### config.mk
export PLATFORM = sky130hd
export DESIGN_NAME = demux_registrado
export DESIGN_NICKNAME = d
export VERILOG_FILES = /design/src/rtl/demux_registrado.sv
export SDC_FILE = /design/constraint.sdc
export NUM_CORES = 1
export LEC_CHECK = 0
export ABC_CLOCK_PERIOD_IN_PS = 2310
export CORE_MARGIN = 3
export CORE_UTILIZATION = 45
export CTS_CLUSTER_SIZE = 12
export DETAILED_ROUTE_END_ITERATION = 10
export PLACE_DENSITY = 0.82
export SKIP_CTS_REPAIR_TIMING = 1
export SLEW_MARGIN = 40
export SYNTH_ARGS = -nofsm -noshare
export SYNTH_HDL_FRONTEND = slang
export SYNTH_SLANG_ARGS = --single-unit
### constraint.sdc
create_clock -name Clock -period 2.31 [get_ports Clock]
set_clock_uncertainty 0.2 [all_clocks]
set_input_delay 0.3465 -clock Clock [delete_from_list [all_inputs] [get_ports Clock]]
set_output_delay 0.3465 -clock Clock [all_outputs]
set_load 0.05 [all_outputs]
### src/rtl/demux_registrado.sv
`default_nettype none
// ============================================================================
// Module  : demux_registrado
// Brief   : Registered 1-to-CANAIS demultiplexer with valid/ready handshake and
//           one-entry holding register per channel. Optional broadcast mode is
//           enabled by defining DEMUX_BROADCAST_EN.
// Revision: 1.0 - initial release
// ============================================================================
module demux_registrado #(
   parameter int LARGURA = 8,
   parameter int CANAIS  = 4,
   parameter int SELW    = 2
) (
   input  logic                      Clock,
   input  logic                      Reset,
   input  logic [LARGURA-1:0]        Entrada,
   input  logic [SELW-1:0]           Controle,
   input  logic                      EntradaValida,
   output logic                      EntradaPronta,
   input  logic                      Difusao,
   output logic [LARGURA*CANAIS-1:0] Saida,
   output logic [CANAIS-1:0]         SaidaValida,
   input  logic [CANAIS-1:0]         SaidaAceita,
   output logic                      Descartado
);

   typedef enum logic {
      VAZIO = 1'b0,
      CHEIO = 1'b1
   } estado_t;

   estado_t            estado_q [CANAIS];
   estado_t            estado_d [CANAIS];
   logic [LARGURA-1:0] dado_q   [CANAIS];
   logic [LARGURA-1:0] dado_d   [CANAIS];
   logic               descartado_q;
   logic               descartado_d;

   logic [CANAIS-1:0]  livre;
   logic [CANAIS-1:0]  alvo;
   logic               em_faixa;
   logic               livre_sel;
   logic               difusao_ativa;
   logic               transfere;

`ifdef DEMUX_BROADCAST_EN
   assign difusao_ativa = Difusao && EntradaValida;
`else
   logic difusao_unused;
   assign difusao_unused = Difusao;
   assign difusao_ativa  = 1'b0;
`endif

   // A full channel is still free when its consumer drains it this cycle.
   always_comb begin : p_selecao
      livre     = '0;
      alvo      = '0;
      livre_sel = 1'b0;
      em_faixa  = (int'(Controle) < CANAIS);
      for (int i = 0; i < CANAIS; i++) begin
         livre[i] = (estado_q[i] == VAZIO) || SaidaAceita[i];
         if (int'(Controle) == i) begin
            livre_sel = livre[i];
            alvo[i]   = 1'b1;
         end
      end
      if (difusao_ativa) begin
         EntradaPronta = &livre;
         alvo          = '1;
      end else if (em_faixa) begin
         EntradaPronta = livre_sel;
      end else begin
         EntradaPronta = 1'b1;
      end
      transfere = EntradaValida && EntradaPronta;
   end

   always_comb begin : p_proximo
      descartado_d = transfere && !em_faixa && !difusao_ativa;
      for (int i = 0; i < CANAIS; i++) begin
         estado_d[i] = estado_q[i];
         dado_d[i]   = dado_q[i];
         if (transfere && alvo[i]) begin
            estado_d[i] = CHEIO;
            dado_d[i]   = Entrada;
         end else if (SaidaAceita[i]) begin
            estado_d[i] = VAZIO;
         end
      end
   end

   always_ff @(posedge Clock or posedge Reset) begin : p_registro
      if (Reset) begin
         for (int i = 0; i < CANAIS; i++) begin
            estado_q[i] <= VAZIO;
            dado_q[i]   <= '0;
         end
         descartado_q <= 1'b0;
      end else begin
         for (int i = 0; i < CANAIS; i++) begin
            estado_q[i] <= estado_d[i];
            dado_q[i]   <= dado_d[i];
         end
         descartado_q <= descartado_d;
      end
   end

   generate
      for (genvar i = 0; i < CANAIS; i++) begin : g_saida
         assign Saida[i*LARGURA +: LARGURA] = dado_q[i];
         assign SaidaValida[i]              = (estado_q[i] == CHEIO);
      end
   endgenerate

   assign Descartado = descartado_q;

endmodule
`default_nettype wire

* Yosys cells after proc, flatten, opt, wreduce, memory -nomap -nowiden
Cells that the tools add are included.
** Operators by class
- Eq/ne operators :: 3
- Multiplexer cells :: 16
- Bitwise gates (word level) :: 4
- Reductions and logical operators :: 14
** Operator list (number)
- 1-bit 2-to-1 mux :: 16
- 2-bit nonzero test :: 4
- 1-bit logical AND :: 5
- 2-bit equality test, second input constant :: 2
- 1-bit logical OR :: 4
- 1-bit NOT :: 4
- 2-bit by 1-bit equality test with 1-bit output, second input constant :: 1
- 2-bit zero test :: 1
** Storage, ports and cells
- Bits in registers :: 36
- Input bits :: 18
- Output and inout port bits :: 38
- Word-level logic and storage cells :: 45

* Longest topological paths before layout
Gate-level depths: netlist of the first run.
- Depth after elaboration :: 9
- Gate-level depth with buffers :: 4
- Depth with buffers taken out :: 3

* Least setup slack after synthesis of the first run
OpenSTA, ideal clock, no wires.
- Path type :: register -> output
- Start :: reg estado_q, in the netlist SaidaValida[0]
- End :: out EntradaPronta
- Arrival :: 1.403 ns
- Required time :: 1.764 ns
- Setup slack :: 0.360 ns
- Cell stages (with the launch flop) :: 3
- Buffers on the path :: 0
- Cell sequence :: dfrtp_1 -> nand2b_1 -> mux4_2
** Between the ends
- Longest elaborated chain between the ends :: 6
** RTL lines
- from (decl) :: line 32 : estado_t estado_q [CANAIS];
- from (signal, indexed assignment) :: line 101 : estado_q[i] <= estado_d[i];
- 1-bit NOT :: line 61 : livre[i] = (estado_q[i] == VAZIO) || SaidaAceita[i];
- 1-bit logical OR :: line 61
- 1-bit 2-to-1 mux (4 in series) :: line 62 : if (int'(Controle) == i) begin
- to (decl) :: line 19 : output logic EntradaPronta,
Every way passes these cells.

* Worst setup path in the final report of the first run
- Start :: in Controle[1]
- End :: out EntradaPronta
** Between the ends
- Longest elaborated chain between the ends :: 5
- Elaborated cells on any way between the ends :: 8
- Classes of those cells :: eq/ne: 3; mux: 4; reduce/logical: 1
** RTL lines
- from (decl) :: line 17 : input logic [SELW-1:0] Controle,
- 2-bit zero test :: line 62
- 1-bit 2-to-1 mux (3 in series) :: line 62
- 1-bit 2-to-1 mux * :: line 62
Every way passes the cells marked *; elsewhere a longest branch is shown, timed or not.

==> results.md, run 1 <==
- Status: finished clean
- Max transition margin: 65.01%
- Core area: 0.002877 mm^2
- First-pass GRT wire length: 4919 um
- Clk slew on worst S/H paths: 110 ps
- Top_reg_cell synth: dfrtp_1
- Worst vdd rail ir drop: 722.4 uV
- Cells on worst reg2reg path: 4
- RePlAce Congestion: 0.8024
- Pleak: 0.8954 nW
- Hold crit path type: primary input to asynchronous set/reset pin
- Share of cells above drive strength 1: 32.26%
- Syn_area_per_cell: 15.68 um^2
- Top cells by count, synth: dfrtp_1 (36), mux2_2 (32), nand2_1 (5)
- CTS max path bufs: 2
- Power consumption: 2.086 mW
- H-tree depth: 2
- Cell area after layout: 0.002090 mm^2
- Crit path arrival time: 1620 ps
- Unrepaired setup endpoints after global routing: false
- Chip height: 62.01 um
- CTS tree: built
- Max-cap violations: 0
- All-Layer GR Usage: 18.30%
- Area growth, synth to finish: 48.05%
- Placement Cell Area: 0.002027 mm^2
- Nets: 172
- Worst slew pin tran: 523.2 ps
- Final Setup Violations: 0
- Antenna violations before repair: 0
- Seq/Total Area, Yosys: 63.83%
- Ports: 56
- Worst Path Max Fanout: 4
- Initial core utilization: 49.06%
- Endpoints failing hold: 0
- Pre-antenna DRT Iters: 2
- Most common cell in the netlist: dfrtp_1
- CTS root buffer: clkbuf_4
- Register-to-Register Setup Slack: 750 ps
- Synth Register Bits: 36
- Post-synth top area share: 63.83%
- Total number of clock tree sinks: 36
- Setup CP Type: primary input to output port
- Post-synthesis cell type count: 15
- CP Launch Type: primary input
- Final HPWL DP: 2431 um
- Die X: 62.01 um
- N_diodes: 0
- Vias: 971
- Reg2Reg Launch Point: SaidaValida[2]
- Row cnt: 19
- Synthesis Warnings: 0
- Synth async-reset ratio: 100.0%
- Vias in the first global route: 1048
- Drt wl/cell: 16.04 um
- WHS: 99.09 ps
- 1st-iter DRT viols: 17
- Pins Over Slew Limit: 0
- RR Endpoint: Saida[20]
- Drt via density: 4.929
- P per Cell Area: 998.4 mW/mm^2
- Setup TNS: 0 ps
- CTS buffer count: 5
- Total die area: 0.003845 mm^2
- Worst EP required: 1760 ps
- Post-Syn Area: 0.001411 mm^2
- Post-Syn Nets: 108
- Top cell type by total area after synthesis: dfrtp_1
- Clock latency on the worst-skew pair: 330 ps
- Routed Antenna Nets: 0
- # DRC: 0
- Fmax: 0.4626 GHz
- Grt total ovfl: 0
- Crit. End Element: output port
- Routed WL: 3160 um
- PortBufs: 53
- Post-synth EDFFs: 0
- Crit path time final: 2162 ps
- Largest net degree at the start of global routing: 15
- Mapped Cells: 90
- Tcrit/Tclk final: 93.59%
- Synth area leaders: dfrtp_1 (64%), mux2_2 (26%), nand2b_1 (1.8%)
==> area by class of cell <==
cell class / instances / area (um^2)
Tap cell: 42 / 52.55
Sequential cell: 36 / 900.9
Multi-Input combinational cell: 50 / 489.2
Fill cell: 216 / 787.0
Inverter: 1 / 3.754
Timing Repair Buffer: 60 / 580.6
Clock buffer: 7 / 55.05
Clock inverter: 1 / 7.507
==> report_power, final <==
part / internal [mW] / switching [mW] / total (mW)
logic: 0.335 / 0.584 / 0.919
clock network: 0.149 / 0.199 / 0.348
registers: 0.753 / 0.0661 / 0.819
total: 1.24 / 0.849 / 2.09
==> per-stage QoR <==
stage               util (%)  cells  setup WS (ps)
finish                 72.64    197          148.2
global route           72.64    197          110.5
CTS                    72.64    197          144.4
detailed placement     70.47    189          150.5
global placement       70.47    189          159.7
floorplan                  -     90          360.0
==> cells in the final DEF (no fill, tap or decap) <==
cell type / count
and3_1: 1
buf_4: 8
clkbuf_1: 1
clkbuf_4: 5
clkbuf_8: 1
clkdlybuf4s50_1: 52
clkinvlp_4: 1
conb_1: 1
dfrtp_1: 36
inv_1: 1
mux2_2: 32
mux4_2: 1
nand2_1: 5
nand2b_1: 4
nand3_1: 1
nand3b_2: 1
nor2b_1: 2
nor3b_4: 1
o21ai_0: 1
==> cells by family (layout without fill, tap and decap cells) <==
logic type	after synthesis	count (layout)	share of synthesized area, %
AOI/OAI and AO/OA	1	1	0.3543
other	1	1	0.2657
buffers and inverters	4	69	1.507
muxes	33	33	27.13
DFF	36	36	63.83
and+or+nand+nor	15	15	6.915
==> layer usage <==
layer | vias to the layer above | share of wire [%] | wire length [um] | global-route usage (%)
met1 | 483 | 38 | 1192 | 20.61
met3 | 9 | 8.4 | 265 | 7.231
met5 | - | 0 | 0 | 0
li1 | 437 | - | - | -
met2 | 42 | 52 | 1644 | 30.92
met4 | 0 | 1.8 | 57 | 7.273
==> registers in the layout, indices dropped and copies added (netlist names) <==
register and count:
Saida 32, SaidaValida 4
==> worst max path at each step <==
stage | from | to | slack, ps
5_1_grt | Controle[1] | EntradaPronta | 110
6_report | Controle[1] | EntradaPronta | 150
3_3_place_gp | Controle[1] | EntradaPronta | 160
3_5_place_dp | Controle[1] | EntradaPronta | 150
4_1_cts | Controle[1] | EntradaPronta | 140
2_1_floorplan | SaidaValida[0] | EntradaPronta | 360
==> critical path: stages <==
cell             delay [ps]
clkdlybuf4s50_1         550
mux4_2                  510
buf_4                   200
No activity file was read; power rests on OpenSTA's default activity.
==> run 2: changes to the inputs <==
Settings changed: CELL_PAD_IN_SITES_DETAIL_PLACEMENT set to 2, CELL_PAD_IN_SITES_GLOBAL_PLACEMENT set to 2, CORE_UTILIZATION 45 to 30, SLEW_MARGIN 40 to unset.
==> results.md, run 2 (same netlist as run 1, synthesis figures left out) <==
- FILL cells: 434 (+100%)
- Drt wl/cell: 19.76 um (+23%)
- Drt via density: 4.751 (-3.6%)
- Share of cells above drive strength 1: 32.03% (-0.23 points)
- Unrepaired setup endpoints after global routing: false
- Worst vdd rail ir drop: 423.1 uV (-41%)
- CTS buffer count: 5 (unchanged)
- Initial core utilization: 31.76% (-17 points)
- Routed WL: 4051 um (+28%)
- Cells on worst reg2reg path: 4 (unchanged)
- CTS root buffer: clkbuf_8
- P per Cell Area: 1078 mW/mm^2 (+8.0%)
- Worst EP required: 1760 ps (about the same)
- PortBufs: 53 (unchanged)
- Cell area after layout: 0.002148 mm^2 (+2.8%)
- Max reg flops: 32 (unchanged)
- Commonest non-fill, non-tap cell in the layout: clkdlybuf4s50_1
- Fmax: 0.4582 GHz (-0.94%)
- Total number of clock tree sinks: 36 (unchanged)
- All-Layer GR Usage: 15.41% (-2.9 points)
- Largest net degree at the start of global routing: 37 (+22)
- H-tree depth: 2 (unchanged)
- Setup TNS: 0 ps (unchanged)
- Crit path time final: 2182 ps (+20.60 ps)
- Met2 Usage GRT: 26.05% (-4.9 points)
- Status: finished clean
- Hold crit path type: primary input to asynchronous set/reset pin
- Register-to-Register Setup Slack: 750 ps (about the same)
- CP Launch Type: primary input
- CTS tree: built
- Pleak: 0.9110 nW (+1.7%)
- Antenna violations before repair: 0 (unchanged)
- N_diodes: 0 (unchanged)
- Max transition margin: 64.05% (-0.96 points)
- Crit. End Element: output port
- Worst slew pin tran: 537.5 ps (+14.35 ps)
- Core area: 0.004444 mm^2 (+55%)
- CTS max path bufs: 2 (unchanged)
- Ports: 56 (unchanged)
- Grt met1 use: 18.62% (-2.0 points)
- 1st-iter DRT viols: 22 (+5)
- Final Setup Violations: 0 (unchanged)
- Die X: 74.59 um (+20%)
- Vias in the first global route: 1139 (+8.7%)
- Area of the multi-input gates: 489.2 um^2 (unchanged)
- Placement Cell Area: 0.002037 mm^2 (+0.49%)
- GR Util met3: 4.730% (-2.5 points)
- Worst Path Max Fanout: 4 (unchanged)
- Tcrit/Tclk final: 94.48% (+0.89 points)
- Final HPWL DP: 2923 um (+20%)
- Pre-antenna DRT Iters: 2 (unchanged)
- Max-cap violations: 0 (unchanged)
- Setup CP Type: primary input to output port
- Sequential cell area: 900.9 um^2 (unchanged)
- Total die area: 0.005564 mm^2 (+45%)
- RR Endpoint: Saida[18]
- Area growth, synth to finish: 52.22%
- Nets: 170 (-1.2%)
- # DRC: 0 (unchanged)
- Clk slew on worst S/H paths: 80 ps (-30 ps)
- GR peak layer: met2
- Pins Over Slew Limit: 0 (unchanged)
- Routed Antenna Nets: 0 (unchanged)
- Clock latency on the worst-skew pair: 300 ps (-30 ps)
- Crit path arrival time: 1640 ps (+20 ps)
- Chip height: 74.59 um (+20%)
- Vias: 974 (+0.31%)
- RePlAce Congestion: 0.7278 (-9.3%)
- Endpoints failing hold: 0 (unchanged)
- Reg2Reg Launch Point: SaidaValida[2]
- First-pass GRT wire length: 6092 um (+24%)
- Grt total ovfl: 0 (unchanged)
- Row cnt: 24 (+5)
- Commonest non-fill, non-tap cells in the layout: clkdlybuf4s50_1 (52), dfrtp_1 (36), mux2_2 (32)
run 2: cell count changes in the layout (fill, tap and decap cells not counted), sizes merged:
cell | before | now
clkbuf | 7 | 5
clkinv | 0 | 1
buf | 8 | 6
bufinv | 0 | 1
run 2: critical path: stages:
cell and delay (ps):
clkdlybuf4s50_1 560, mux4_2 520, buf_4 200
run 2: layout make-up:
type                    count  share of cell area [%]
clock buffers               5                   3.203
clock inverters             3                   1.980
inverters                   1                  0.1747
multi-input cells          50                   22.77
flip-flops and latches     36                   41.93
well taps                  52                   3.029
repair buffers             58                   26.91
run 2: worst max-delay path by stage:
| stage | start | to | slack, ps | cells past startpoint |
|---|---|---|---|---|
| 2_1_floorplan | SaidaValida[0] | EntradaPronta | 360 | 2 |
| 3_3_place_gp | Controle[1] | EntradaPronta | 150 | 3 |
| 3_5_place_dp | Controle[1] | EntradaPronta | 120 | 3 |
| 4_1_cts | Controle[1] | EntradaPronta | 120 | 3 |
| 5_1_grt | Controle[1] | EntradaPronta | 90 | 3 |
| 6_report | Controle[1] | EntradaPronta | 130 | 3 |
run 2: stage by stage:
step	instances	power [mW]	setup WS, ps	utilization, %	hold slack (ps)
after detailed placement	197	1.775	122.9	45.83	300.0
after global placement	197	1.742	150.0	45.83	290.5
after floorplan	90	1.415	360.0	-	256.0
after global routing	205	2.416	91.51	48.34	307.0
final	205	2.315	127.6	48.34	261.6
after CTS	205	2.355	120.2	48.34	259.1
run 2: layer usage:
metal  vias to the layer above  share of wire [%]
met3                         7                5.6
met2                        35                 53
met5                         -                  0
met1                       498                 40
li1                        434                  -
met4                         0                1.5
run 2: report_power, final:
| group | switching, mW | internal (mW) |
|---|---|---|
| Clock | 0.240 | 0.319 |
| Combinational | 0.596 | 0.335 |
| Sequential | 0.0718 | 0.754 |
